<file path="config.mk">
export PLATFORM = sky130hd
export DESIGN_NAME = pipelined_carry_skip_adder
export DESIGN_NICKNAME = d
export VERILOG_FILES = /design/src/rtl/adder_pkg.sv /design/src/rtl/skip_block.sv /design/src/rtl/pipelined_carry_skip_adder.sv
export SDC_FILE = /design/constraint.sdc
export NUM_CORES = 1
export LEC_CHECK = 0
export ABC_CLOCK_PERIOD_IN_PS = 5000
export BUFFER_PORTS_ARGS = -buffer_cell sky130_fd_sc_hd__buf_2
export CAP_MARGIN = 20
export CORE_MARGIN = 2
export CORE_UTILIZATION = 55
export CTS_BUF_LIST = sky130_fd_sc_hd__clkbuf_2 sky130_fd_sc_hd__clkbuf_4 sky130_fd_sc_hd__clkbuf_8
export CTS_CLUSTER_DIAMETER = 120
export DETAILED_ROUTE_END_ITERATION = 10
export PLACE_DENSITY = 0.77
export RECOVER_POWER = 25
export SYNTH_ARGS = -nofsm -noshare
export SYNTH_HDL_FRONTEND = slang
export SYNTH_HIERARCHICAL = 1
export SYNTH_SLANG_ARGS = --single-unit
export TNS_END_PERCENT = 5
</file>
<file path="constraint.sdc">
create_clock -name i_clk -period 5 [get_ports i_clk]
set_input_delay 1 -clock i_clk [delete_from_list [all_inputs] [get_ports i_clk]]
set_output_delay 1 -clock i_clk [all_outputs]
set_load 0.01 [all_outputs]
</file>
<file path="src/rtl/adder_pkg.sv">
// rtl/adder_pkg.sv - shared defaults, stage-count helper and parameter check for the adder family
`ifndef ADDER_PKG_SV
`define ADDER_PKG_SV

package adder_pkg;

    localparam int ADDER_DEF_WIDTH = 16;
    localparam int ADDER_DEF_BLOCK = 4;

    // Number of skip blocks, which is also the pipeline depth; clamped to 1 so
    // a bad BLOCK still elaborates far enough to hit the parameter check.
    function automatic int adder_nblk(input int width, input int block);
        if (block < 1 || width < block) begin
            return 1;
        end
        return width / block;
    endfunction

// Elaboration-time guard: WIDTH must be a positive multiple of BLOCK.
`define ADDER_PARAM_CHECK(W, B) \
    if (((B) < 1) ? 1'b1 : (((W) % (B)) != 0)) begin : g_param_error \
        $fatal(1, "adder: WIDTH must be a positive multiple of BLOCK"); \
    end

endpackage

`endif

</file>
<file path="src/rtl/skip_block.sv">
// rtl/skip_block.sv - one carry-skip block: ripple chain plus block-propagate skip mux
module skip_block #(
    parameter int BLOCK = 4
) (
    input  logic [BLOCK-1:0] i_a,
    input  logic [BLOCK-1:0] i_b,
    input  logic             i_cin,
    output logic [BLOCK-1:0] o_sum,
    output logic             o_cout,
    output logic             o_prop
);

    logic [BLOCK-1:0] w_p;
    logic [BLOCK:0]   w_c;

    assign w_p = i_a ^ i_b;

    // ripple carry chain through the block
    always_comb begin
        w_c[0] = i_cin;
        for (int i = 0; i < BLOCK; i++) begin
            w_c[i+1] = (i_a[i] & i_b[i]) | (w_p[i] & w_c[i]);
        end
    end

    assign o_sum  = w_p ^ w_c[BLOCK-1:0];
    assign o_prop = &w_p;
    // skip mux: when every bit propagates, the incoming carry bypasses the ripple chain
    assign o_cout = o_prop ? i_cin : w_c[BLOCK];

endmodule

</file>
<file path="src/rtl/pipelined_carry_skip_adder.sv">
// rtl/pipelined_carry_skip_adder.sv - elastic pipelined carry-skip adder/subtractor, one stage per skip block
module pipelined_carry_skip_adder
    import adder_pkg::*;
#(
    parameter int WIDTH = ADDER_DEF_WIDTH,
    parameter int BLOCK = ADDER_DEF_BLOCK
) (
    input  logic             i_clk,
    input  logic             i_rst,
    input  logic             i_in_valid,
    output logic             o_in_ready,
    input  logic [WIDTH-1:0] i_a,
    input  logic [WIDTH-1:0] i_b,
    input  logic             i_cin,
    input  logic             i_sub,
    output logic             o_out_valid,
    input  logic             i_out_ready,
    output logic [WIDTH-1:0] o_sum,
    output logic             o_cout,
    output logic             o_ovf
);

    localparam int NBLK = adder_nblk(WIDTH, BLOCK);

    `ADDER_PARAM_CHECK(WIDTH, BLOCK)

    logic [NBLK:0]    w_adv;
    logic [NBLK-1:0]  w_valid;
    logic [WIDTH-1:0] w_sum_q [NBLK];
    logic [WIDTH-1:0] w_a_q   [NBLK];
    logic [WIDTH-1:0] w_b_q   [NBLK];
    logic [NBLK-1:0]  w_c_q;

    // combinational ready chain: a stage moves when empty or when its successor moves
    always_comb begin
        w_adv[NBLK] = i_out_ready;
        for (int k = NBLK - 1; k >= 0; k--) begin
            w_adv[k] = !w_valid[k] || w_adv[k+1];
        end
    end

    assign o_in_ready = w_adv[0];

    for (genvar k = 0; k < NBLK; k++) begin : g_stage
        logic [WIDTH-1:0] w_a_in;
        logic [WIDTH-1:0] w_b_in;
        logic [WIDTH-1:0] w_sum_in;
        logic [WIDTH-1:0] w_sum_nx;
        logic             w_c_in;
        logic             w_src_valid;
        logic             w_load;
        logic [BLOCK-1:0] w_blk_sum;
        logic             w_blk_cout;
        logic             w_blk_prop;

        if (k == 0) begin : g_src
            // subtract folds into an add of ~B with a forced carry-in
            assign w_a_in      = i_a;
            assign w_b_in      = i_sub ? ~i_b : i_b;
            assign w_c_in      = i_sub | i_cin;
            assign w_sum_in    = '0;
            assign w_src_valid = i_in_valid;
        end else begin : g_src
            assign w_a_in      = w_a_q[k-1];
            assign w_b_in      = w_b_q[k-1];
            assign w_c_in      = w_c_q[k-1];
            assign w_sum_in    = w_sum_q[k-1];
            assign w_src_valid = w_valid[k-1];
        end

        skip_block #(.BLOCK(BLOCK)) u_blk (
            .i_a    (w_a_in[k*BLOCK +: BLOCK]),
            .i_b    (w_b_in[k*BLOCK +: BLOCK]),
            .i_cin  (w_c_in),
            .o_sum  (w_blk_sum),
            .o_cout (w_blk_cout),
            .o_prop (w_blk_prop)
        );

        // splice this block's sum bits into the running partial sum
        always_comb begin
            w_sum_nx                   = w_sum_in;
            w_sum_nx[k*BLOCK +: BLOCK] = w_blk_sum;
        end

        assign w_load = w_adv[k] && w_src_valid;

        if (k == NBLK - 1) begin : g_reg
            logic             r_valid;
            logic [WIDTH-1:0] r_sum;
            logic             r_cout;
            logic             r_cmsb;

            // output stage: valid and visible result clear on reset so nothing stale is shown
            always_ff @(posedge i_clk or posedge i_rst) begin
                if (i_rst) begin
                    r_valid <= 1'b0;
                    r_sum   <= '0;
                    r_cout  <= 1'b0;
                    r_cmsb  <= 1'b0;
                end else begin
                    if (w_adv[k]) begin
                        r_valid <= w_src_valid;
                    end
                    if (w_load) begin
                        r_sum  <= w_sum_nx;
                        r_cout <= w_blk_cout;
                        r_cmsb <= w_a_in[WIDTH-1] ^ w_b_in[WIDTH-1] ^ w_blk_sum[BLOCK-1];
                    end
                end
            end

            assign w_valid[k] = r_valid;
            assign w_sum_q[k] = r_sum;
            assign w_a_q[k]   = '0;
            assign w_b_q[k]   = '0;
            assign w_c_q[k]   = r_cout;

            assign o_out_valid = r_valid;
            assign o_sum       = r_sum;
            assign o_cout      = r_cout;
            assign o_ovf       = r_cmsb ^ r_cout;
        end else begin : g_reg
            logic             r_valid;
            logic [WIDTH-1:0] r_sum;
            logic [WIDTH-1:0] r_a;
            logic [WIDTH-1:0] r_b;
            logic             r_c;

            // stage occupancy
            always_ff @(posedge i_clk or posedge i_rst) begin
                if (i_rst) begin
                    r_valid <= 1'b0;
                end else if (w_adv[k]) begin
                    r_valid <= w_src_valid;
                end
            end

            // payload captured only when a real operation moves in
            always_ff @(posedge i_clk) begin
                if (w_load) begin
                    r_sum <= w_sum_nx;
                    r_a   <= w_a_in;
                    r_b   <= w_b_in;
                    r_c   <= w_blk_cout;
                end
            end

            assign w_valid[k] = r_valid;
            assign w_sum_q[k] = r_sum;
            assign w_a_q[k]   = r_a;
            assign w_b_q[k]   = r_b;
            assign w_c_q[k]   = r_c;
        end
    end

endmodule

</file>
## After elaboration in Yosys (flattened, before gate mapping)

Cells that the tools add are included.

- Register bits: 145
- Input bits: 38
- Output and inout bits: 20
- Logic and storage cells: 101

- Muxes and demuxes: 5
- Bitwise logic cells: 61
- Reductions and logical operators: 16

Operators with widths:

| cell | count |
|---|---|
| $and 1x1->1 | 32 |
| $xor 4x4->4 | 8 |
| $or 1x1->1 | 17 |
| $mux 16 | 1 |
| $not 16->16 | 1 |
| $reduce_and 4->1 | 4 |
| $logic_and 1x1->1 | 4 |
| $logic_not 1->1 | 4 |
| $logic_or 1x1->1 | 4 |
| $mux 1 | 4 |
| $xor 1x1->1 | 3 |

## Depth between registers and ports, before layout

Gate-level depths: netlist of run 1.

- Depth after elaboration: 12
- Depth in mapped cells: 11
- Depth with buffers taken out: 11

## Hierarchy

Netlist of run 1, hierarchy kept.

Modules (own cells, without submodules):

| module | instances | cells each | area each (um^2) | sequential area each (um^2) |
|---|---|---|---|---|
| pipelined_carry_skip_adder | 1 | 152 | 3347.0 | 2802.7 |
| skip_block | 4 | 19 | 185.2 | 0.0 |

## Least setup slack after synthesis of run 1

No wires, ideal clock.

- Kind: input to register
- Start: in i_sub
- End: reg g_stage[0].g_reg.r_sum[3] (data pin)
- Setup time: 250 ps
- Arrival time: 3018 ps
- Required time: 4750 ps
- Path slack: 1732 ps
- Stages: 11
- Buffers on the path: 2
- Cell sequence: buf_2 -> buf_2 -> xor2_1 -> inv_1 -> fa_1 -> inv_1 -> fa_1 -> fa_1 -> inv_1 -> fa_1 -> inv_1

- Longest elaborated chain between the ends: 9
- Elaborated cells between the ends (all ways): 13
- Classes of those cells: 1 x mux; 12 x bitwise

Ends and longest elaborated chain:

| what | line | source |
|---|---|---|
| start, declared | pipelined_carry_skip_adder.sv:15 | `input logic i_sub,` |
| $mux 16 (*) | pipelined_carry_skip_adder.sv:59 | `assign w_b_in = i_sub ? ~i_b : i_b;` |
| net g_stage[0].w_b_in[0] | pipelined_carry_skip_adder.sv:46 | `logic [WIDTH-1:0] w_b_in;` |
| $xor 4x4->4 | skip_block.sv:16 | `assign w_p = i_a ^ i_b;` |
| $and 1x1->1 | skip_block.sv:22 | `w_c[i+1] = (i_a[i] & i_b[i]) \| (w_p[i] & w_c[i]);` |
| $or 1x1->1 (*) | skip_block.sv:22 |  |
| $and 1x1->1 (*) | skip_block.sv:22 |  |
| $or 1x1->1 (*) | skip_block.sv:22 |  |
| $and 1x1->1 (*) | skip_block.sv:22 |  |
| $or 1x1->1 (*) | skip_block.sv:22 |  |
| $xor 4x4->4 (*) | skip_block.sv:26 | `assign o_sum = w_p ^ w_c[BLOCK-1:0];` |
| net g_stage[0].w_blk_sum[3] | pipelined_carry_skip_adder.sv:52 | `logic [BLOCK-1:0] w_blk_sum;` |
| end signal, assigned | pipelined_carry_skip_adder.sv:142 | `r_sum <= w_sum_nx;` |
| end, declared | pipelined_carry_skip_adder.sv:125 | `logic [WIDTH-1:0] r_sum;` |

Mark *: on every way through the listed nets, which the timed path passes. The rest lies on a longest branch.
A chain may end at the register's enable or synchronous reset.

## Worst setup path after layout of run 1

- Start: in i_sub
- End: reg g_stage[0].g_reg.r_sum[3] (data pin)

- Elaborated cells between the ends (all ways): 13
- Classes of those cells: 1 x mux; 12 x bitwise

RTL lines:

| what | line | source |
|---|---|---|
| $or 1x1->1 | pipelined_carry_skip_adder.sv:60 | `assign w_c_in = i_sub \| i_cin;` |
| net g_stage[0].w_c_in | pipelined_carry_skip_adder.sv:49 | `logic w_c_in;` |
| $and 1x1->1 | skip_block.sv:22 |  |
| $or 1x1->1 | skip_block.sv:22 |  |
| $and 1x1->1 | skip_block.sv:22 |  |
| $or 1x1->1 | skip_block.sv:22 |  |
| $and 1x1->1 | skip_block.sv:22 |  |
| $or 1x1->1 | skip_block.sv:22 |  |
| $xor 4x4->4 | skip_block.sv:26 |  |
| net g_stage[0].w_blk_sum[3] | pipelined_carry_skip_adder.sv:52 |  |

The timed path passes the listed nets, and every way through them passes these cells.

==> results of run 1 <==
## per-layer routing
layer | track usage [%] | vias to the layer above | share of wire, %
met5 | 0 | - | 0
met4 | 8.85 | 0 | 2.6
met3 | 3.86 | 9 | 4.5
met2 | 22.8 | 45 | 50
met1 | 18.0 | 863 | 43
li1 | - | 894 | -
## synthesized netlist by cell type, types with 2 or more instances
cell | number | area [um^2]
edfxtp_1 | 75 | 2250
inv_1 | 37 | 139
dfrtp_1 | 22 | 551
xor2_1 | 17 | 149
fa_1 | 16 | 320
ha_1 | 16 | 200
mux2_4 | 10 | 150
mux2_2 | 8 | 90.1
and4_4 | 4 | 45.0
mux2i_1 | 4 | 40.0
and2_1 | 3 | 18.8
nand2b_1 | 3 | 18.8
buf_2 | 2 | 10.0
or2_2 | 2 | 12.5
xnor2_1 | 2 | 17.5
## metrics by stage
stage               setup WS [ns]  power, W  instance area (um^2)  hold slack [ns]
finish                       2.09   0.00198                  4700            0.420
global route                 1.95   0.00210                  4700            0.425
CTS                          2.10   0.00201                  4680            0.425
detailed placement           1.72   0.00148                  4460            0.405
global placement             1.74   0.00145                  4460            0.400
floorplan                    1.73   0.00135                  4090            0.400
## area by class of cell
class | count | area, um^2
tap | 99 | 124
sequential | 97 | 2800
multi-input combinational | 90 | 1100
inverter | 37 | 139
clock buffer | 10 | 131
timing repair buffer | 59 | 320
clock inverter | 6 | 82.6
fill | 543 | 2520
## power groups by stage
stage | clock network, W | logic, W | registers (W)
after floorplan | 0 | 0.000217 | 0.00113
after global placement | 0 | 0.000342 | 0.00111
after detailed placement | 0 | 0.000357 | 0.00112
after CTS | 0.000550 | 0.000358 | 0.00110
after global routing | 0.000576 | 0.000404 | 0.00112
final | 0.000529 | 0.000356 | 0.00110
## state kept, by name, summed over array words and instances (netlist names)
signal                 count
g_stage.g_reg.r_valid      3
g_stage.g_reg.r_cmsb       1
o_sum                     16
g_stage.g_reg.r_b         24
g_stage.g_reg.r_a         24
g_stage.g_reg.r_c          3
g_stage.g_reg.r_sum       24
o_out_valid                1
o_cout                     1
## critical path: stages
cell and delay (ns):
buf_2 0.23, or2_2 0.34, inv_1 0.09, fa_1 0.16, inv_1 0.05, fa_1 0.37, fa_1 0.37, inv_1 0.07
fa_1 0.40, inv_1 0.06
## cells by family (layout without fill, tap and decap cells)
| logic type | after synthesis | after routing | share of synthesized area, % |
|---|---|---|---|
| flops | 97 | 97 | 68.6 |
| fa+ha+maj | 32 | 32 | 12.7 |
| xor+xnor | 19 | 19 | 4.07 |
| buf+inv | 41 | 112 | 4.41 |
| mux | 22 | 22 | 6.86 |
| simple gates | 17 | 17 | 3.37 |
## path summary, 6_finish.rpt
path / startpoint / end / slack [ns] / depth (start not counted)
max in group asynchronous: i_rst / o_sum[1]$_DFFE_PP0P_ / 3.69 / 2
hold / removal: g_stage[0].g_reg.r_sum[3]$_DFFE_PP_ / g_stage[1].g_reg.r_sum[3]$_DFFE_PP_ / 0.42 / 0
setup reg to reg: g_stage[2].g_reg.r_b[12]$_DFFE_PP_ / g_stage[3].g_reg.r_cmsb$_DFFE_PP0P_ / 2.35 / 11
hold reg to reg: g_stage[0].g_reg.r_sum[3]$_DFFE_PP_ / g_stage[1].g_reg.r_sum[3]$_DFFE_PP_ / 0.42 / 0
min in group asynchronous: i_rst / o_sum[7]$_DFFE_PP0P_ / 0.80 / 2
setup / recovery: i_sub / g_stage[0].g_reg.r_sum[3]$_DFFE_PP_ / 2.09 / 10
==> out/qor.yml, run 1 <==
place:
  routabilityCongestion: 0.794
  hpwlAfterDp_mm: 3.77
  io_buffers: 57
  place_inst: 381
run:
  max-cap-violations: 0
pwr:
  sw_frac_of_total_pct: 24.3
  p_seq_share_pct: 55.4
  p_leak_nw: 2.02
  peakVddDrop_mv: 0.140
  clockPowerShare_pct: 26.7
  power.density_mw_per_mm2: 422
  p_int_w: 0.00150
  power_switching_w: 0.000481
  combPwrFrac_pct: 17.9
die:
  die_h_um: 90.2
  die_w_um: 90.2
  core_mm2: 0.00721
  fp.dieArea_mm2: 0.00814
  rows: 31
  initial_core_util_pct: 56.7
  pin_count: 58
drt:
  wl_per_cell_um: 12.7
  via_count: 1811
  drcViolationCount: 0
  ant_nets: 0
  firstDrtPassIters: 4
  drtIter0Drc: 63
  routed_via_density: 4.55
  routed_wl_mm: 5.07
run_status:
  status: "completed"
synthesis:
  synth_edf_count: 75
  syn_inst: 228
  synthFlopType: "edfxtp_1"
  synth_cell_types: 22
  synth_seq_area_share_pct: 68.6
  synth-async-reset-ratio_pct: 22.7
  avgSynthCellArea_um2: 17.9
  ys_ff_latch: 97
  synth_nets: 298
  synth_warnings: 6
  synth_area_mm2: 0.00409
clock_network:
  clkTransAtPathRegs_ns: 0.08
  insertion_delay_ns: 0.35
  htreeDepth: 3
  ctsResizeCount: 0
  holdBufCountCts: 0
  numCtsBuffers: 9
  cts_tree: "done"
  cts_max_path_buffers: 2
  cts_sinks: 97
  post_cts_buffers: 0
  cts-root-buf: "clkbuf_8"
sta:
  finalSetupViolCount: 0
  min_period_ns: 2.91
  skew_ns: 0.00664
  fmax_mhz: 344
  slew-limit-headroom_pct: 38.5
  hold_viol_final: 0
  setup_tns_ns: 0
  tightest_slew_ns: 0.923
  period_share_pct: 58.2
  finalMaxSlewViolations: 0
  rsz0062_at_grt: "no"
cells_and_area:
  drive_above_1_share_pct: 33.1
  fin_nets: 364
  final_common_cell: "edfxtp_1"
  area_growth_pct: 14.9
  final_cell_mix: "75 x edfxtp_1, 57 x buf_2, 37 x inv_1"
  final_cells: 398
  antenna_cells: 0
  fin_util_pct: 65.1
global_routing:
  antenna_found_initial: 0
  grtUsageTotal_pct: 14.5
  grt_max_degree: 30
  grt_pass1_vias: 1915
  grt_pass1_wl_mm: 8.89
  grt-ovfl-total: 0
critical_path:
  critPathMaxFanout: 17
  cp-end-kind: "flop"
  arrival_ns: 3.14
  worstPathRequired_ns: 5.23
  crit_type: "in -> reg"
  crit_path_start_kind: "input port"
hold_path:
  hold_path_class: "reg -> reg"
Power figures use the tool's default switching activity.
==> inputs of run 2 (changes only) <==
Settings changed: ABC_CLOCK_PERIOD_IN_PS 5000 to 3050.
Clock period 5 ns to 3.05 ns, I/O delays scaled along.
==> run 2 against run 1 <==
  * Largest cell class unchanged
  * Via count increased by 1.3%
  * Clock power up 65%
  * Critical path type is now reg -> reg
  * Sequential power is 64% higher
  * Worst hold slack got worse by 0.015 ns
  * Clock skew increased by 0.0054 ns
  * Largest power group unchanged
==> out/qor.yml, run 2 (same netlist as run 1, synthesis figures left out) <==
global_routing:
  grt-ovfl-total: 0
  grtUsageTotal_pct: 14.2
  grt_pass1_vias: 1930
  grt_pass1_wl_mm: 8.89
  grt_max_degree: 30
  antenna_found_initial: 0
critical_path:
  reg2reg_to: "g_stage[3].g_reg.r_cmsb$_DFFE_PP0P_"
  cp-end-kind: "flop"
  r2r_slack_ns: 0.40
  critPathMaxFanout: 2
  arrival_ns: 2.88
  rr_worst_depth: 11
  crit_type: "reg -> reg"
  worstPathRequired_ns: 3.28
  reg2reg_from: "g_stage[2].g_reg.r_b[12]$_DFFE_PP_"
  crit_path_start_kind: "flop"
sta:
  period_share_pct: 86.8
  slew-limit-headroom_pct: 39.2
  fmax_mhz: 378
  finalSetupViolCount: 0
  hold_viol_final: 0
  finalMaxSlewViolations: 0
  tightest_slew_ns: 0.912
  skew_ns: 0.0120
  min_period_ns: 2.65
  rsz0062_at_grt: "no"
  setup_tns_ns: 0
  setup_ws_ns: 0.402
cells_and_area:
  drive_above_1_share_pct: 33.3
  antenna_cells: 0
  reg_top3: "g_stage.g_reg.r_a: 24 flops, g_stage.g_reg.r_b: 24 flops, g_stage.g_reg.r_sum: 24 flops"
  area_growth_pct: 14.9
  final_common_cell: "edfxtp_1"
  final_cell_mix: "75 x edfxtp_1, 56 x buf_2, 37 x inv_1"
  fin_nets: 365
  num-fill-cells: 527
clock_network:
  holdBufCountCts: 0
  htreeDepth: 3
  cts_tree: "done"
  cts_sinks: 97
  post_cts_buffers: 0
  numCtsBuffers: 9
  insertion_delay_ns: 0.34
  cts-root-buf: "clkbuf_8"
  clkTransAtPathRegs_ns: 0.09
  ctsResizeCount: 0
  cts_max_path_buffers: 2
place:
  routabilityCongestion: 0.789
  io_buffers: 57
  hpwlAfterDp_mm: 3.74
  pre_cts_ws_ns: 0.190
pwr:
  power.density_mw_per_mm2: 692
  peakVddDrop_mv: 0.241
  p_leak_nw: 2.02
run:
  max-cap-violations: 0
die:
  core_mm2: 0.00721
  die_h_um: 90.2
  fp.dieArea_mm2: 0.00814
  initial_core_util_pct: 56.7
  pin_count: 58
  die_w_um: 90.2
  rows: 31
drt:
  routed_via_density: 4.60
  routed_wl_mm: 5.10
  via_count: 1835
  drtIter0Drc: 91
  ant_nets: 0
  drcViolationCount: 0
  wl_per_cell_um: 12.8
  firstDrtPassIters: 4
run_status:
  status: "completed"
hold_path:
  hold_path_class: "in -> async"
## run 2: worst max-delay path: stages, from the launching register on
cell,delay [ns]
edfxtp_1,0.41
inv_1,0.09
fa_1,0.18
inv_1,0.05
fa_1,0.37
fa_1,0.38
inv_1,0.09
fa_1,0.40
inv_1,0.10
xnor2_1,0.13
xnor2_1,0.08
mux2_2,0.25
## run 2: metrics by stage
| step | hold WS (ns) | instances | total power [W] | cell area (um^2) | util, % |
|---|---|---|---|---|---|
| 6_report | 0.406 | 399 | 0.00325 | 4700 | 65.1 |
| 4_1_cts | 0.408 | 398 | 0.00330 | 4690 | 65.0 |
| 2_1_floorplan | 0.400 | 228 | 0.00221 | 4090 | - |
| 3_5_place_dp | 0.405 | 382 | 0.00242 | 4470 | 62.0 |
| 3_3_place_gp | 0.403 | 382 | 0.00239 | 4470 | 62.0 |
| 5_1_grt | 0.402 | 399 | 0.00344 | 4700 | 65.1 |
## run 2: layout make-up
class	count	area, um^2	share of cell area (%)
clock buffer	9	124	2.64
clock inverter	7	95.1	2.03
inverter	37	139	2.96
multi-input combinational	90	1100	23.4
sequential	97	2800	59.7
tap	99	124	2.64
timing repair buffer	60	314	6.69
## run 2: where the power goes
group | switching [W] | internal, W | total (W)
Combinational | 0.000281 | 0.000293 | 0.000574
Clock | 0.000413 | 0.000461 | 0.000875
Sequential | 0.000104 | 0.00170 | 0.00180
Total | 0.000798 | 0.00245 | 0.00325
## run 2: per-layer routing
| layer | up-vias | global-route usage [%] | share of wire (%) |
|---|---|---|---|
| met5 | - | 0 | 0 |
| met4 | 0 | 7.69 | 1.0 |
| met3 | 5 | 2.85 | 4.0 |
| met2 | 46 | 22.5 | 49 |
| met1 | 887 | 18.7 | 46 |
| li1 | 897 | - | - |
## run 2: worst max path at each step
stage,startpoint,slack [ns],to,cells after the start
after floorplan,i_sub,0.17,g_stage[0].g_reg.r_sum[3]$_DFFE_PP_,11
after global placement,i_sub,0.28,g_stage[0].g_reg.r_sum[3]$_DFFE_PP_,10
after detailed placement,i_sub,0.19,g_stage[0].g_reg.r_sum[3]$_DFFE_PP_,10
after CTS,g_stage[2].g_reg.r_b[12]$_DFFE_PP_,0.41,g_stage[3].g_reg.r_cmsb$_DFFE_PP0P_,11
after global routing,i_sub,0.18,g_stage[0].g_reg.r_sum[3]$_DFFE_PP_,10
final,g_stage[2].g_reg.r_b[12]$_DFFE_PP_,0.40,g_stage[3].g_reg.r_cmsb$_DFFE_PP0P_,11
==> inputs of run 3 (changes only) <==
Settings changed: ABC_CLOCK_PERIOD_IN_PS 3050 to 2720.
Clock period 3.05 ns to 2.72 ns, I/O delays scaled along.
==> run 3 against run 2 <==
  * Critical path depth is the same
  * Global-route usage decreased by 0.39 points
  * Via count down 2.3%
  * Clock skew up 0.0025 ns
  * Design area is 0.72% higher
  * Sequential share of layout area down 0.43 points
  * Critical endpoint unchanged
  * Largest cell class unchanged
==> out/qor.yml, run 3 (same netlist as run 1, synthesis figures left out) <==
critical_path:
  worstSetupStartpoint: "g_stage[2].g_reg.r_a[12]$_DFFE_PP_"
  crit_path_start_kind: "flop"
  cp-end-kind: "flop"
  critPathMaxFanout: 2
  reg2reg_from: "g_stage[2].g_reg.r_a[12]$_DFFE_PP_"
  cpPeakStageDelay_ns: 0.42
  crit_chain: "inv_2, fa_1, inv_1, fa_1, fa_1, inv_1, fa_1, inv_2, xnor2_2, xnor2_1, mux2_2"
  worstPathRequired_ns: 2.96
  path_delay_family: "adder cells"
  arrival_ns: 2.86
  worst_path_max_delay_cell: "edfxtp_1"
  critPathBufInv: 4
  cpMostUsedCell: "fa_1"
  crit_type: "reg -> reg"
cells_and_area:
  multi_input_area_mm2: 0.00110
  final_cell_mix: "75 x edfxtp_1, 56 x buf_2, 35 x inv_1"
  final_cells: 401
  fin_nets: 367
  area_growth_pct: 15.7
  reg_top3: "g_stage.g_reg.r_a: 24 flops, g_stage.g_reg.r_b: 24 flops, g_stage.g_reg.r_sum: 24 flops"
  final_cell_area_mm2: 0.00473
  num-fill-cells: 525
  seq_area_mm2: 0.00280
  fin_util_pct: 65.6
  final_common_cell: "edfxtp_1"
  antenna_cells: 0
  drive_above_1_share_pct: 34.4
drt:
  drtIter0Drc: 89
  ant_nets: 0
  routed_via_density: 4.47
  drcViolationCount: 0
  wl_per_cell_um: 12.7
  routed_wl_mm: 5.11
  via_count: 1793
  firstDrtPassIters: 4
sta:
  hold_viol_final: 0
  setup_ws_ns: 0.108
  slew-limit-headroom_pct: 40.5
  min_period_ns: 2.61
  finalSetupViolCount: 0
  finalMaxSlewViolations: 0
  tightest_slew_ns: 0.892
  fmax_mhz: 383
  skew_ns: 0.0146
  period_share_pct: 96.0
global_routing:
  grtUsageTotal_pct: 13.8
  grt_max_degree: 30
  antenna_found_initial: 0
  grt_pass1_vias: 1843
  grt-ovfl-total: 0
  grt_pass1_wl_mm: 8.57
clock_network:
  numCtsBuffers: 9
  cts-root-buf: "clkbuf_8"
  holdBufCountCts: 0
  cts_tree: "done"
  cts_sinks: 97
  insertion_delay_ns: 0.35
  cts_max_path_buffers: 2
  clkTransAtPathRegs_ns: 0.09
  htreeDepth: 3
place:
  postPlaceCellArea_mm2: 0.00448
  place_inst: 383
  hpwlAfterDp_mm: 3.71
  pre_cts_ws_ns: 0.0157
  io_buffers: 57
  routabilityCongestion: 0.819
run_status:
  status: "completed"
hold_path:
  hold_path_class: "in -> async"
die:
  initial_core_util_pct: 56.7
  pin_count: 58
  fp.dieArea_mm2: 0.00814
  die_w_um: 90.2
  die_h_um: 90.2
  rows: 31
  core_mm2: 0.00721
pwr:
  p_leak_nw: 2.04
  peakVddDrop_mv: 0.327
  power.density_mw_per_mm2: 784
run:
  max-cap-violations: 0
run 3: through the flow:
stage / hold slack [ns] / TNS, ns / power (W)
after global routing: 0.342 / -0.00903 / 0.00391
after floorplan: 0.400 / 0 / 0.00248
final: 0.341 / 0 / 0.00371
after CTS: 0.349 / 0 / 0.00373
after detailed placement: 0.405 / 0 / 0.00271
after global placement: 0.403 / 0 / 0.00268
run 3: cell type report:
cell class                 count  share of cell area, %
multi-input combinational     90                   23.4
clock buffer                  12                   3.36
clock inverter                 4                   1.59
tap                           99                   2.62
inverter                      37                   2.94
sequential                    97                   59.3
timing repair buffer          62                   6.88
run 3: timing repair:
action	CTS	global route
buffers inserted	0	1
endpoints found under the hold margin	0	0
gates resized for setup	0	3
endpoints found under the setup margin	0	1
run 3: final timing paths:
check	endpoint	slack, ns	cells after the start
max in group asynchronous	g_stage[2].g_reg.r_valid$_DFFE_PP0P_	1.87	2
max reg2reg	g_stage[3].g_reg.r_cmsb$_DFFE_PP0P_	0.11	11
min in group i_clk	g_stage[0].g_reg.r_a[7]$_DFFE_PP_	0.37	1
max	g_stage[3].g_reg.r_cmsb$_DFFE_PP0P_	0.11	11
min	o_sum[2]$_DFFE_PP0P_	0.34	2
min reg2reg	g_stage[2].g_reg.r_a[14]$_DFFE_PP_	0.41	0
run 3: worst reg2reg max path: cells and delay by family (launching register included):
kind,cells,cell delay [ns]
xor+xnor,2,0.21
fa+ha+maj,4,1.33
buf+inv,4,0.31
flops,1,0.42
mux,1,0.25
run 3: where the power goes:
group	internal (W)	switching (W)	total [W]	leakage [nW]
Clock	0.000581	0.000447	0.00103	0.121
Combinational	0.000339	0.000325	0.000663	0.941
Sequential	0.00190	0.000114	0.00202	0.979
Total	0.00282	0.000885	0.00371	2.04
run 3: metal layers:
metal  routed length (um)  vias up  global-route usage, %  share of wire [%]
met2                 2450       50                   21.5                 48
met1                 2370      837                   18.5                 46
li1                     -      900                      -                  -
met4                   72        0                   6.54                1.4
met5                    0        -                      0                  0
met3                  212        6                   3.52                4.1
